File: config.mk
export PLATFORM = sky130hd
export DESIGN_NAME = i3c_fifo_level_track_flat
export DESIGN_NICKNAME = d
export VERILOG_FILES = /design/src/rtl/i3c_fifo_level_track_if.sv /design/src/rtl/i3c_fifo_level_track.sv /design/src/flat_wrapper.sv
export SDC_FILE = /design/constraint.sdc
export NUM_CORES = 1
export LEC_CHECK = 0
export BUFFER_PORTS_ARGS = -buffer_cell sky130_fd_sc_hd__buf_4
export CAP_MARGIN = 20
export CORE_ASPECT_RATIO = 0.5
export CORE_MARGIN = 5
export CORE_UTILIZATION = 56
export DETAILED_ROUTE_END_ITERATION = 8
export PLACE_DENSITY = 0.84
export SLEW_MARGIN = 20
export SYNTH_ARGS = -nofsm -noshare
export SYNTH_HDL_FRONTEND = slang
export SYNTH_SLANG_ARGS = --single-unit
File: constraint.sdc
create_clock -name PCLK -period 3.8 [get_ports PCLK]
set_input_delay 0.76 -clock PCLK [delete_from_list [all_inputs] [get_ports PCLK]]
set_output_delay 0.76 -clock PCLK [all_outputs]
set_load 0.01 [all_outputs]
File: src/rtl/i3c_fifo_level_track_if.sv
// Handshake bundle between the APB/bus-engine FIFO strobes and the level tracker.
// The tracker side uses the slave modport; the strobe source uses master.
interface i3c_fifo_level_track_if #(
  parameter int CNT_W = 7
);
  logic             rx_push;
  logic [1:0]       rx_pop;
  logic [1:0]       tx_push;
  logic             tx_pop;
  logic             rx_flush;
  logic             tx_flush;
  logic [1:0]       rx_trig_lvl;
  logic [1:0]       tx_trig_lvl;
  logic             err_clr;
  logic [CNT_W-1:0] rx_cnt;
  logic [CNT_W-1:0] tx_cnt;
  logic [1:0]       rx_fullness;
  logic [1:0]       tx_avail;
  logic             rx_trig;
  logic             tx_trig;
  logic             rx_full;
  logic             tx_empty;
  logic             rx_ovf;
  logic             rx_unf;
  logic             tx_ovf;
  logic             tx_unf;

  modport master (
    output rx_push, rx_pop, tx_push, tx_pop, rx_flush, tx_flush,
           rx_trig_lvl, tx_trig_lvl, err_clr,
    input  rx_cnt, tx_cnt, rx_fullness, tx_avail, rx_trig, tx_trig,
           rx_full, tx_empty, rx_ovf, rx_unf, tx_ovf, tx_unf
  );

  modport slave (
    input  rx_push, rx_pop, tx_push, tx_pop, rx_flush, tx_flush,
           rx_trig_lvl, tx_trig_lvl, err_clr,
    output rx_cnt, tx_cnt, rx_fullness, tx_avail, rx_trig, tx_trig,
           rx_full, tx_empty, rx_ovf, rx_unf, tx_ovf, tx_unf
  );
endinterface

File: src/rtl/i3c_fifo_level_track.sv
// RX/TX FIFO occupancy tracker feeding the DMA request controller: counts,
// saturating error handling, sticky error flags and threshold-crossing pulses.
module i3c_fifo_level_track #(
  parameter int RX_DEPTH = 8,
  parameter int TX_DEPTH = 8,
  parameter int CNT_W    = 7
) (
  input logic PCLK,
  input logic PRESETn,
  i3c_fifo_level_track_if.slave bus
);

  localparam logic [CNT_W-1:0] RX_D = CNT_W'(RX_DEPTH);
  localparam logic [CNT_W-1:0] TX_D = CNT_W'(TX_DEPTH);

  // Pop/push size code: 3 is reserved and behaves as no transfer.
  function automatic logic [CNT_W-1:0] xfer_size(input logic [1:0] code);
    case (code)
      2'd1:    return CNT_W'(1);
      2'd2:    return CNT_W'(2);
      default: return '0;
    endcase
  endfunction

  function automatic logic [CNT_W-1:0] level_bytes(input logic [1:0] code,
                                                   input logic [CNT_W-1:0] depth);
    case (code)
      2'd0:    return CNT_W'(1);
      2'd1:    return depth >> 2;
      2'd2:    return depth >> 1;
      default: return (depth >> 1) + (depth >> 2);
    endcase
  endfunction

  logic [CNT_W-1:0] rx_cnt, tx_cnt;
  logic             rx_trig, tx_trig;
  logic             rx_ovf, rx_unf, tx_ovf, tx_unf;

  logic [CNT_W-1:0] rx_pop_sz, rx_nxt, rx_thr;
  logic [CNT_W:0]   rx_sum;
  logic             rx_ovf_set, rx_unf_set, rx_trig_nxt;

  logic [CNT_W-1:0] tx_push_sz, tx_nxt, tx_thr, tx_free, tx_free_nxt;
  logic [CNT_W:0]   tx_room, tx_sum;
  logic             tx_ovf_set, tx_unf_set, tx_trig_nxt;

  always_comb begin
    rx_pop_sz  = xfer_size(bus.rx_pop);
    rx_sum     = {1'b0, rx_cnt} + {{CNT_W{1'b0}}, bus.rx_push};
    rx_nxt     = rx_cnt;
    rx_ovf_set = 1'b0;
    rx_unf_set = 1'b0;
    if (bus.rx_flush) begin
      rx_nxt = '0;
    end else if (bus.rx_push && (rx_cnt == RX_D) && (rx_pop_sz == '0)) begin
      rx_ovf_set = 1'b1;
    end else if ({1'b0, rx_pop_sz} > rx_sum) begin
      rx_nxt     = '0;
      rx_unf_set = 1'b1;
    end else begin
      rx_nxt = CNT_W'(rx_sum - {1'b0, rx_pop_sz});
    end
  end

  // Room accounts for a same-cycle bus-engine pop freeing one more byte.
  always_comb begin
    tx_push_sz = xfer_size(bus.tx_push);
    tx_room    = {1'b0, TX_D - tx_cnt} + {{CNT_W{1'b0}}, bus.tx_pop};
    tx_sum     = {1'b0, tx_cnt} + {1'b0, tx_push_sz};
    tx_nxt     = tx_cnt;
    tx_ovf_set = 1'b0;
    tx_unf_set = 1'b0;
    if (bus.tx_flush) begin
      tx_nxt = '0;
    end else if (bus.tx_pop && (tx_cnt == '0) && (tx_push_sz == '0)) begin
      tx_unf_set = 1'b1;
    end else if ({1'b0, tx_push_sz} > tx_room) begin
      tx_nxt     = TX_D;
      tx_ovf_set = 1'b1;
    end else begin
      tx_nxt = CNT_W'(tx_sum - {{CNT_W{1'b0}}, bus.tx_pop});
    end
  end

  always_comb begin
    rx_thr      = level_bytes(bus.rx_trig_lvl, RX_D);
    rx_trig_nxt = !bus.rx_flush && (rx_nxt >= rx_thr) && (rx_cnt < rx_thr);
    tx_thr      = level_bytes(bus.tx_trig_lvl, TX_D);
    tx_free     = TX_D - tx_cnt;
    tx_free_nxt = TX_D - tx_nxt;
    tx_trig_nxt = !bus.tx_flush && (tx_free_nxt >= tx_thr) && (tx_free < tx_thr);
  end

  // Error flags are sticky; a new error in the clearing cycle keeps the flag.
  always_ff @(posedge PCLK) begin
    if (!PRESETn) begin
      rx_cnt  <= '0;
      tx_cnt  <= '0;
      rx_trig <= 1'b0;
      tx_trig <= 1'b0;
      rx_ovf  <= 1'b0;
      rx_unf  <= 1'b0;
      tx_ovf  <= 1'b0;
      tx_unf  <= 1'b0;
    end else begin
      rx_cnt  <= rx_nxt;
      tx_cnt  <= tx_nxt;
      rx_trig <= rx_trig_nxt;
      tx_trig <= tx_trig_nxt;
      rx_ovf  <= rx_ovf_set | (rx_ovf & ~bus.err_clr);
      rx_unf  <= rx_unf_set | (rx_unf & ~bus.err_clr);
      tx_ovf  <= tx_ovf_set | (tx_ovf & ~bus.err_clr);
      tx_unf  <= tx_unf_set | (tx_unf & ~bus.err_clr);
    end
  end

  assign bus.rx_cnt      = rx_cnt;
  assign bus.tx_cnt      = tx_cnt;
  assign bus.rx_fullness = (rx_cnt > CNT_W'(3)) ? 2'd3 : rx_cnt[1:0];
  assign bus.tx_avail    = (tx_free > CNT_W'(3)) ? 2'd3 : tx_free[1:0];
  assign bus.rx_full     = (rx_cnt == RX_D);
  assign bus.tx_empty    = (tx_cnt == '0);
  assign bus.rx_trig     = rx_trig;
  assign bus.tx_trig     = tx_trig;
  assign bus.rx_ovf      = rx_ovf;
  assign bus.rx_unf      = rx_unf;
  assign bus.tx_ovf      = tx_ovf;
  assign bus.tx_unf      = tx_unf;

endmodule

File: src/flat_wrapper.sv
// flat-port wrapper written by rule: the top's interface ports become plain ports
module i3c_fifo_level_track_flat 
#(
  parameter int RX_DEPTH = 8,
  parameter int TX_DEPTH = 8,
  parameter int CNT_W    = 7
)
  (PCLK, PRESETn, bus_rx_push, bus_rx_pop, bus_tx_push, bus_tx_pop, bus_rx_flush, bus_tx_flush, bus_rx_trig_lvl, bus_tx_trig_lvl, bus_err_clr, bus_rx_cnt, bus_tx_cnt, bus_rx_fullness, bus_tx_avail, bus_rx_trig, bus_tx_trig, bus_rx_full, bus_tx_empty, bus_rx_ovf, bus_rx_unf, bus_tx_ovf, bus_tx_unf);
  i3c_fifo_level_track_if #(.CNT_W(CNT_W)) bus_i ();
  input logic PCLK;
  input logic PRESETn;
  input wire logic [$bits(bus_i.rx_push)-1:0] bus_rx_push;
  input wire logic [$bits(bus_i.rx_pop)-1:0] bus_rx_pop;
  input wire logic [$bits(bus_i.tx_push)-1:0] bus_tx_push;
  input wire logic [$bits(bus_i.tx_pop)-1:0] bus_tx_pop;
  input wire logic [$bits(bus_i.rx_flush)-1:0] bus_rx_flush;
  input wire logic [$bits(bus_i.tx_flush)-1:0] bus_tx_flush;
  input wire logic [$bits(bus_i.rx_trig_lvl)-1:0] bus_rx_trig_lvl;
  input wire logic [$bits(bus_i.tx_trig_lvl)-1:0] bus_tx_trig_lvl;
  input wire logic [$bits(bus_i.err_clr)-1:0] bus_err_clr;
  output wire logic [$bits(bus_i.rx_cnt)-1:0] bus_rx_cnt;
  output wire logic [$bits(bus_i.tx_cnt)-1:0] bus_tx_cnt;
  output wire logic [$bits(bus_i.rx_fullness)-1:0] bus_rx_fullness;
  output wire logic [$bits(bus_i.tx_avail)-1:0] bus_tx_avail;
  output wire logic [$bits(bus_i.rx_trig)-1:0] bus_rx_trig;
  output wire logic [$bits(bus_i.tx_trig)-1:0] bus_tx_trig;
  output wire logic [$bits(bus_i.rx_full)-1:0] bus_rx_full;
  output wire logic [$bits(bus_i.tx_empty)-1:0] bus_tx_empty;
  output wire logic [$bits(bus_i.rx_ovf)-1:0] bus_rx_ovf;
  output wire logic [$bits(bus_i.rx_unf)-1:0] bus_rx_unf;
  output wire logic [$bits(bus_i.tx_ovf)-1:0] bus_tx_ovf;
  output wire logic [$bits(bus_i.tx_unf)-1:0] bus_tx_unf;
  assign bus_i.rx_push = bus_rx_push;
  assign bus_i.rx_pop = bus_rx_pop;
  assign bus_i.tx_push = bus_tx_push;
  assign bus_i.tx_pop = bus_tx_pop;
  assign bus_i.rx_flush = bus_rx_flush;
  assign bus_i.tx_flush = bus_tx_flush;
  assign bus_i.rx_trig_lvl = bus_rx_trig_lvl;
  assign bus_i.tx_trig_lvl = bus_tx_trig_lvl;
  assign bus_i.err_clr = bus_err_clr;
  assign bus_rx_cnt = bus_i.rx_cnt;
  assign bus_tx_cnt = bus_i.tx_cnt;
  assign bus_rx_fullness = bus_i.rx_fullness;
  assign bus_tx_avail = bus_i.tx_avail;
  assign bus_rx_trig = bus_i.rx_trig;
  assign bus_tx_trig = bus_i.tx_trig;
  assign bus_rx_full = bus_i.rx_full;
  assign bus_tx_empty = bus_i.tx_empty;
  assign bus_rx_ovf = bus_i.rx_ovf;
  assign bus_rx_unf = bus_i.rx_unf;
  assign bus_tx_ovf = bus_i.tx_ovf;
  assign bus_tx_unf = bus_i.tx_unf;
  i3c_fifo_level_track #(.RX_DEPTH(RX_DEPTH), .TX_DEPTH(TX_DEPTH), .CNT_W(CNT_W)) u_core (.PCLK(PCLK), .PRESETn(PRESETn), .bus(bus_i));
endmodule
==> results of run 1 <==
[worst max-delay path: cells and delay by family]
kind,cells,cell delay (ns)
buffers and inverters,2,0.17
adders and majority gates,5,1.40
and+or+nand+nor,1,0.10
AOI/OAI and AO/OA,8,1.25
[metrics by stage]
| step | instance area [sq um] | power (uW) | util, % | hold WS, ns | setup slack (ns) |
|---|---|---|---|---|---|
| 6_report | 2584 | 1533 | 72.46 | 0.5045 | 0.2583 |
| 4_1_cts | 2584 | 1535 | 72.46 | 0.5063 | 0.2536 |
| 5_1_grt | 2584 | 1673 | 72.46 | 0.5335 | 0.07648 |
| 2_1_floorplan | 2156 | 1078 | - | 0.5237 | 0.2907 |
| 3_3_place_gp | 2542 | 1351 | 71.30 | 0.4772 | 0.1287 |
| 3_5_place_dp | 2542 | 1391 | 71.30 | 0.4896 | 0.007280 |
[cell families after synthesis]
kind of cell,share of synthesized area [%]
adders and majority gates,23.91
xor gates and xnor gates,7.313
DFF,18.57
AOI/OAI and AO/OA,19.56
muxes,0.9286
buffers and inverters,6.616
and+or+nand+nor,23.10
[layout make-up]
class                   count  area share, %
clock buffers               3          1.598
inverters                  34          4.939
multi-input cells         206          62.42
flip-flops and latches     20          15.50
well taps                  51          2.470
repair buffers             45          13.08
[synth_stat cells (5+ instances only)]
cell,n,area (sq um)
sky130_fd_sc_hd__nand2_1,11,41.29
sky130_fd_sc_hd__or3_1,5,31.28
sky130_fd_sc_hd__nor2_1,24,90.09
sky130_fd_sc_hd__a21oi_1,14,70.07
sky130_fd_sc_hd__inv_1,34,127.6
sky130_fd_sc_hd__xnor2_1,15,131.4
sky130_fd_sc_hd__dfxtp_1,20,400.4
sky130_fd_sc_hd__and3_1,8,50.05
sky130_fd_sc_hd__o21ai_0,7,35.03
sky130_fd_sc_hd__ha_1,38,475.5
sky130_fd_sc_hd__nor3_1,7,35.03
sky130_fd_sc_hd__nand3_1,7,35.03
[power by group through the flow]
stage / combinational (uW) / clock (uW) / sequential [uW]
floorplan: 762 / 0 / 315
global placement: 1040 / 0 / 310
detailed placement: 1080 / 0 / 312
CTS: 1090 / 140 / 307
global route: 1210 / 152 / 315
finish: 1090 / 139 / 308
[routing by layer]
metal	routed length, microns	vias to the layer above	track usage [%]
met5	0	-	0
met4	76	0	6.207
met3	285	8	2.587
met2	2699	67	42.97
met1	2223	960	23.23
li1	-	1027	-
[sequential cells by signal (all words and copies together) (netlist names)]
signal / flops
u_core.bus.rx_cnt: 7
u_core.bus.tx_ovf: 1
u_core.bus.tx_unf: 1
u_core.bus.rx_trig: 1
u_core.bus.tx_cnt: 7
u_core.bus.rx_unf: 1
u_core.bus.tx_trig: 1
u_core.bus.rx_ovf: 1
[how the worst min path moves through the flow]
| stage | from | slack [ns] | to | depth (start not counted) |
|---|---|---|---|---|
| 3_5_place_dp | u_core.bus.tx_unf | 0.49 | u_core.bus.tx_unf | 2 |
| 5_1_grt | u_core.bus.tx_unf | 0.53 | u_core.bus.tx_unf | 2 |
| 6_report | u_core.bus.rx_ovf | 0.50 | u_core.bus.rx_ovf | 2 |
| 4_1_cts | u_core.bus.tx_unf | 0.51 | u_core.bus.tx_unf | 2 |
| 2_1_floorplan | u_core.bus.rx_ovf | 0.52 | u_core.bus.rx_ovf | 2 |
| 3_3_place_gp | u_core.bus.rx_ovf | 0.48 | u_core.bus.rx_ovf | 2 |
==> results.md, run 1 <==
* top flip-flop cell by instance count after synthesis: sky130_fd_sc_hd__dfxtp_1
* initial DRC count: 88
* vias per inst: 5.744
* overall overflow remaining after global route: 0
* number of enable flip-flop cells after synthesis: 0
* antenna diode instance count: 0
* mean instance size in the synthesized netlist: 8.166 sq um
* Die Span Y: 53.88 microns
* Crit Reg-Reg Endpoint: u_core.bus.tx_trig
* post-layout instance count excluding filler cells: 359
* initial cell density of the core: 60.46%
* via count of the first global-routing pass: 2045
* total of warnings raised by yosys: 0
* Reg-to-Reg Start: u_core.bus.tx_cnt[0]
* crit-path cells: buf_4 -> ha_1 -> ha_1 -> inv_1 -> ha_1 -> a21oi_1 -> a221oi_4 -> a211o_4 -> nor2_1 -> a21oi_1 -> ha_1 -> ha_1 -> a21o_1 -> a21oi_1 -> o21ai_0 -> o2bb2ai_1
* register-to-register setup slack: 0.29 ns
* layout cell share with drive strength beyond 1: 19.16%
* Port-buffer cells: 40
* class of the most critical hold timing path: reg2reg
* source-to-sink clock delay at the later pin of the worst-skew pair: 0.26 ns
* area added between synthesis and finish: 19.85%
* sequential group share of total power: 20.1%
* final net count: 365
* number of instances in the synthesized netlist: 264
* result of the run: complete, no violations
* worst-path maximum fanout: 4
* overall die area: 5266 sq um
* die span in x: 97.75 microns
* CP Capture Point: u_core.bus.tx_trig
* standard-cell rows: 15
* Post-CTS Setup Inserts: 0
* final routed DRC violation total: 0
* detailed-placement wirelength estimate: 4382 microns
* Data required, critical path: 3.94 ns
* cell internal power dissipation: 837.9 uW
* synthesized flop and latch total: 20
* clock-pin slew on the worst setup and hold paths: 0.08 ns
* setup repair after global routing missed its margin: false
* Max Fclk: 282.3 MHz
* most used cell along the critical path: sky130_fd_sc_hd__ha_1
* root buffer cell: sky130_fd_sc_hd__clkbuf_8
* Distinct cells, synth: 52
* GRT Overall Usage: 20.84%
* crit path DAT: 3.69 ns
* actual transition at the worst max-transition pin: 0.5565 ns
* proportion of total power due to net switching: 45.35%
* cell type of the slowest stage on the worst timing path: sky130_fd_sc_hd__a211o_4
* Slew Limit Fails: 0
* maximum number of pins on one net before global-route repair: 14
* CTS tree: built
* number of top-level pins: 41
* Post-Synthesis Net Count: 319
* VDD IR max: 0.2103 mV
* Static Leakage: 0.001234 uW
* Post-Route Skew: 0.002232 ns
* clock sink count: 20
* slew margin rel.: 62.67%
* critical path type: in2reg
* area of combinational cells with multiple inputs: 1613 sq um
* CTS-repair resized insts: 0
* TritonCTS Buffers: 3
* number of cells traversed by the worst register-to-register path: 16
* hold buffer count at cts: 0
* routed wirelength normalized by instance count: 14.72 microns
* number of vias in the routed layout: 2062
* wire length of the first global-routing pass: 8914 microns
* Period minus WS final: 3.542 ns
* Net Sw Power: 695.3 uW
* Initial DRT Pass Iterations: 4
* H-tree depth: 1
* most frequent cells in the layout: 45 x sky130_fd_sc_hd__buf_4, 38 x sky130_fd_sc_hd__ha_1, 34 x sky130_fd_sc_hd__inv_1
* type of element launching the critical path: input pin
* sequential fraction of the synthesis area: 18.57%
* total routed wirelength: 5285 microns
* post-route antenna net violation count: 0
* Seq. cell area: 400.4 sq um
* Post-Synthesis Cell Area: 2156 sq um
* most frequent standard cell in the layout excluding fill and tap cells: sky130_fd_sc_hd__buf_4
* GP Congestion: 0.8800
* total power per unit cell area: 593.4 nW/um^2
* Worst Setup SP: bus_tx_pop
* final setup fails: 0
* critical path endpoint category: register
* clock buffer depth: 2
* initial antenna violation count: 0
* Floorplan Core Area: 3566 sq um
* setup TNS after final layout: 0 ns
* max cap viols: 0
* proportion of power drawn by the clock network: 9.1%
* total of fill cells in the finished design: 291
* hold violation total from the final report: 0
* count of placed standard cells including taps: 356
* delay of the slowest critical-path stage: 0.33 ns
* asr flop ratio synth: 0%
* relative contribution of combinational cells to total power: 70.8%
* Period Utilization, post-route: 93.20%
Power figures use the tool's default switching activity.
==> run 2, diff against run 1 <==
Settings changed: CELL_PAD_IN_SITES_DETAIL_PLACEMENT set to 1, CELL_PAD_IN_SITES_GLOBAL_PLACEMENT set to 1, CORE_UTILIZATION 56 to 41, PLACE_DENSITY 0.84 to 0.83.
==> run 2 against run 1 <==
Against the previous run:
- sequential share of layout area decreased by 0.24 points
- routed wire length increased by 9.7%
- hold slack got worse by 0.0058 ns
- combinational power about the same
- sequential power about the same
- flip-flop and latch count unchanged
- non-clock buffer count unchanged
- count of clock-buffer cells in the layout increased by 1
- cell count increased by 5.6%
- die area increased by 31%
- critical path type unchanged
==> results.md, run 2 (synthesis results as in run 1) <==
* standard-cell rows: 18, +3
* GP Congestion: 0.8291, -5.8%
* overall overflow remaining after global route: 0, unchanged
* number of cells traversed by the worst register-to-register path: 16, unchanged
* actual transition at the worst max-transition pin: 0.6424 ns, +0.08581 ns
* Crit Reg-Reg Endpoint: u_core.bus.tx_trig
* worst-path maximum fanout: 6, +2
* final routed DRC violation total: 0, unchanged
* Die Span Y: 61.28 microns, +14%
* total power per unit cell area: 602.0 nW/um^2, +1.5%
* post-route antenna net violation count: 0, unchanged
* total of fill cells in the finished design: 647, +120%
* Period minus WS final: 3.545 ns, +0.003284 ns
* final net count: 365, unchanged
* Post-Route Skew: 0.002380 ns, +0.0001474 ns
* GRT Overall Usage: 17.67%, -3.2 points
* worst hold path stage count: 2, unchanged
* initial DRC count: 49, -44%
* Initial DRT Pass Iterations: 4, unchanged
* Max Fclk: 282.1 MHz, about the same
* area added between synthesis and finish: 21.76%
* initial cell density of the core: 43.12%, -17 points
* Layout Utilization: 52.50%, -20 points
* most frequent cells in the layout: 45 x sky130_fd_sc_hd__buf_4, 38 x sky130_fd_sc_hd__ha_1, 34 x sky130_fd_sc_hd__inv_1
* worst hold path startpoint: u_core.bus.rx_ovf
* CTS tree: built
* type of element launching the critical path: input pin
* Data required, critical path: 3.94 ns, about the same
* critical path endpoint category: register
* maximum number of pins on one net before global-route repair: 14, unchanged
* antenna diode instance count: 0, unchanged
* VDD IR max: 0.2266 mV, +7.8%
* root buffer cell: sky130_fd_sc_hd__clkbuf_8
* Reg-to-Reg Start: u_core.bus.tx_cnt[0]
* detailed-placement wirelength estimate: 4908 microns, +12%
* number of buffers and inverters on the critical path: 1, -1
* slack of the critical path: 0.2550 ns, -0.003284 ns
* overall die area: 6897 sq um, +31%
* source-to-sink clock delay at the later pin of the worst-skew pair: 0.26 ns, about the same
* hold buffer count at cts: 0, unchanged
* Place WS: -0.02448 ns, -0.03176 ns
* layout cell share with drive strength beyond 1: 19.74%, +0.59 points
* result of the run: complete, no violations
* Fin Hold WS: 0.4987 ns, -0.005750 ns
* delay of the slowest critical-path stage: 0.39 ns, +0.06 ns
* slew margin rel.: 57.02%, -5.7 points
* most used cell along the critical path: sky130_fd_sc_hd__ha_1
* TritonCTS Buffers: 3, unchanged
* top flop regs: u_core.bus.rx_cnt (7), u_core.bus.tx_cnt (7)
* cell count along the critical path: 14, -2
* register-to-register setup slack: 0.30 ns, about the same
* vias per inst: 5.443, -5.2%
* class of the most critical hold timing path: reg2reg
* critical path type: in2reg
* hold-critical path endpoint: u_core.bus.rx_ovf
* total routed wirelength: 5798 microns, +9.7%
* wire length of the first global-routing pass: 10020 microns, +12%
* cell type group with the largest total delay on the critical path: compound AO/OA/AOI/OAI gates
* clock buffer depth: 2, unchanged
* initial antenna violation count: 0, unchanged
* crit path DAT: 3.69 ns, about the same
* Slew Limit Fails: 0, unchanged
* number of top-level pins: 41, unchanged
* Period Utilization, post-route: 93.29%, about the same
* number of vias in the routed layout: 2063, +0.048%
* final setup fails: 0, unchanged
* Floorplan Core Area: 5000 sq um, +40%
* setup TNS after final layout: 0 ns, unchanged
* Static Leakage: 0.001241 uW, +0.62%
* crit-path cells: buf_4 -> ha_1 -> ha_1 -> nor2b_1 -> a211oi_1 -> a22o_1 -> o2111ai_1 -> and3b_1 -> nand2b_1 -> ha_1 -> nand2b_1 -> a21o_1 -> a221oi_1 -> a31oi_1
* H-tree depth: 1, unchanged
* via count of the first global-routing pass: 2148, +5.0%
* max cap viols: 0, unchanged
* clock-pin slew on the worst setup and hold paths: 0.08 ns, about the same
* die span in x: 112.6 microns, +15%
* hold violation total from the final report: 0, unchanged
* clock sink count: 20, unchanged
* routed wirelength normalized by instance count: 15.30 microns, +3.9%
* cell type of the slowest stage on the worst timing path: sky130_fd_sc_hd__a211oi_1
* Port-buffer cells: 40, unchanged
* most frequent standard cell in the layout excluding fill and tap cells: sky130_fd_sc_hd__buf_4
## run 2: through the flow
stage / area (sq um) / total power [uW] / std cells
floorplan: 2156 / 1078 / 264
global placement: 2566 / 1372 / 375
detailed placement: 2566 / 1420 / 375
CTS: 2621 / 1598 / 379
global route: 2625 / 1746 / 379
finish: 2625 / 1580 / 379
## run 2: worst reg2reg max path: cells and delay by family (launching register included)
kind | cells | cell delay, ns
compound gates | 8 | 1.24
fa+ha+maj | 5 | 1.58
buf+inv | 2 | 0.12
flops | 1 | 0.33
simple gates | 1 | 0.12
## run 2: area by class of cell
cell class                 instances  area, sq um  area share (%)
multi-input combinational        206         1617           61.58
sequential                        20        400.4           15.25
timing repair buffer              45        337.8           12.87
inverter                          34        127.6           4.862
tap                               70        87.58           3.337
clock buffer                       4        55.05           2.097
## run 2: worst max path at each step
stage,start,endpoint,slack [ns]
detailed placement,bus_tx_pop,u_core.bus.tx_trig,-0.02
CTS,u_core.bus.tx_cnt[0],u_core.bus.tx_trig,0.23
finish,bus_rx_push,u_core.bus.rx_trig,0.25
global route,u_core.bus.tx_cnt[0],u_core.bus.tx_trig,-0.003
floorplan,bus_tx_pop,u_core.bus.tx_trig,0.29
global placement,bus_rx_push,u_core.bus.rx_trig,0.06
## run 2: what timing repair did
action,4_1_cts,5_1_grt
resized for setup,0,1
setup buffers,0,0
endpoints found under the setup margin,0,1
## run 2: report_power, final
part / internal (uW) / switching [uW] / leakage [uW]
logic: 521 / 585 / 0.00105
clock network: 92.3 / 73.5 / 0.0000288
registers: 248 / 61.4 / 0.000163
total: 861 / 720 / 0.00124
## run 2: layer usage
metal	global-route usage, %	wire length [microns]	up-vias
met2	34.60	2904	33
met3	2.552	171	4
li1	-	-	1020
met4	3.082	40	0
met5	0	0	-
met1	21.48	2682	1006
==> run 3, diff against run 2 <==
Settings changed: CORE_ASPECT_RATIO 0.5 to not set.
==> run 3 against run 2 <==
Against the previous run:
- maximum frequency decreased by 0.33%
- global-route usage up 2.2 points
- via count rose by 1.6%
- sequential power fell by 2%
- flip-flop and latch count unchanged
- critical path type unchanged
==> results.md, run 3 (synthesis results as in run 1) <==
* overall die area: 6808 sq um, -1.3%
* Period Utilization, post-route: 93.60%, +0.31 points
* type of element launching the critical path: input pin
* critical path type: in2reg
* Die Span Y: 82.51 microns, +35%
* number of vias in the routed layout: 2096, +1.6%
* overall overflow remaining after global route: 0, unchanged
* critical path endpoint category: register
* routed wirelength normalized by instance count: 16.21 microns, +5.9%
* H-tree depth: 1, unchanged
* slew margin rel.: 57.08%, +0.064 points
* delay of the slowest critical-path stage: 0.37 ns, -0.02 ns
* clock buffer depth: 2, unchanged
* class of the most critical hold timing path: reg2reg
* crit-path cells: buf_4 -> ha_1 -> ha_1 -> nor2b_1 -> a211oi_1 -> a22o_1 -> o2111ai_1 -> and3b_1 -> buf_4 -> and2_1 -> ha_1 -> a221oi_1 -> a31oi_1
* Data required, critical path: 3.94 ns, about the same
* cell type of the slowest stage on the worst timing path: sky130_fd_sc_hd__a211oi_1
* setup repair after global routing missed its margin: false
* hold violation total from the final report: 0, unchanged
* GP Congestion: 0.8082, -2.5%
* Post-Route Skew: 0.006374 ns, +0.003995 ns
* Period minus WS final: 3.557 ns, +0.01170 ns
* wire length of the first global-routing pass: 10400 microns, +3.8%
* initial antenna violation count: 0, unchanged
* Floorplan Core Area: 5107 sq um, +2.2%
* CTS tree: built
* top flop regs: u_core.bus.rx_cnt (7), u_core.bus.tx_cnt (7)
* result of the run: complete, no violations
* standard-cell rows: 26, +8
* total routed wirelength: 6223 microns, +7.3%
* maximum number of pins on one net before global-route repair: 14, unchanged
* source-to-sink clock delay at the later pin of the worst-skew pair: 0.26 ns, about the same
* Max Fclk: 281.2 MHz, -0.33%
* layout cell share with drive strength beyond 1: 21.34%, +1.6 points
* max cap viols: 0, unchanged
* total power per unit cell area: 610.4 nW/um^2, +1.4%
* final setup fails: 0, unchanged
* vias per inst: 5.458, +0.28%
* most used cell along the critical path: sky130_fd_sc_hd__ha_1
* most frequent standard cell in the layout excluding fill and tap cells: sky130_fd_sc_hd__buf_4
* VDD IR max: 0.2448 mV, +8.0%
* TritonCTS Buffers: 3, unchanged
* initial DRC count: 40, -18%
* worst-path maximum fanout: 7, +1
* overall power after layout: 1627 uW, +3.0%
* Port-buffer cells: 40, unchanged
* number of top-level pins: 41, unchanged
* final routed DRC violation total: 0, unchanged
* initial cell density of the core: 42.21%, -0.91 points
* clock sink count: 20, unchanged
* via count of the first global-routing pass: 2225, +3.6%
* root buffer cell: sky130_fd_sc_hd__clkbuf_8
* detailed-placement wirelength estimate: 5300 microns, +8.0%
* Static Leakage: 0.001267 uW, +2.0%
* most frequent cells in the layout: 50 x sky130_fd_sc_hd__buf_4, 38 x sky130_fd_sc_hd__ha_1, 34 x sky130_fd_sc_hd__inv_1
* area added between synthesis and finish: 23.68%
* final net count: 370, +1.4%
* post-route antenna net violation count: 0, unchanged
* die span in x: 82.51 microns, -27%
* Layout Utilization: 52.20%, -0.30 points
* Initial DRT Pass Iterations: 4, unchanged
* Slew Limit Fails: 0, unchanged
* actual transition at the worst max-transition pin: 0.6414 ns, -0.0009540 ns
* antenna diode instance count: 0, unchanged
* clock-pin slew on the worst setup and hold paths: 0.08 ns, about the same
* crit path DAT: 3.69 ns, about the same
* GRT Overall Usage: 19.85%, +2.2 points
## run 3: layer usage
layer | GRT usage, % | wire, microns | part of all wire, %
met5 | 0 | 0 | 0
met4 | 8.170 | 183 | 2.9
met3 | 1.952 | 142 | 2.3
met2 | 38.22 | 3395 | 55
met1 | 21.87 | 2501 | 40
## run 3: cell type report
cell class	instances	area, sq um
well taps	70	87.58
fillers	649	2441
inverters	34	127.6
clock buffers	4	55.05
multi-input cells	206	1620
repair buffers	50	375.4
flip-flops and latches	20	400.4
## run 3: power breakdown
group / total [uW] / switching [uW] / internal [uW]
combinational: 1160 / 621 / 537
sequential: 304 / 56.1 / 248
clock: 165 / 72.3 / 92.4
## run 3: what timing repair did
item,4_1_cts,5_1_grt
hold buffers,0,0
buffers inserted,0,1
setup endpoints to repair,0,1
resized for setup,0,2
## run 3: path summary, 6_finish.rpt
path,startpoint,end,slack [ns],depth (start not counted)
worst max-delay path,bus_rx_push,u_core.bus.rx_trig,0.24,13
worst min-delay path,u_core.bus.rx_ovf,u_core.bus.rx_ovf,0.49,2
worst max register to register,u_core.bus.tx_cnt[0],u_core.bus.tx_trig,0.29,16
worst min register to register,u_core.bus.rx_ovf,u_core.bus.rx_ovf,0.49,2
## run 3: critical path, delay by kind of cell
kind	cells	cell delay, ns
compound gates	5	1.26
fa+ha+maj	3	0.81
simple gates	3	0.58
buf+inv	2	0.28
## run 3: metrics by stage
stage / cell area [sq um] / setup WS, ns / TNS (ns) / cells / hold WS [ns]
detailed placement: 2596 / -0.05127 / -0.06551 / 379 / 0.4851
global placement: 2596 / 0.1071 / 0 / 379 / 0.4881
CTS: 2651 / 0.2088 / 0 / 383 / 0.5033
global route: 2666 / 0.01741 / 0 / 384 / 0.5149
floorplan: 2156 / 0.2907 / 0 / 264 / 0.5237
finish: 2666 / 0.2433 / 0 / 384 / 0.4947
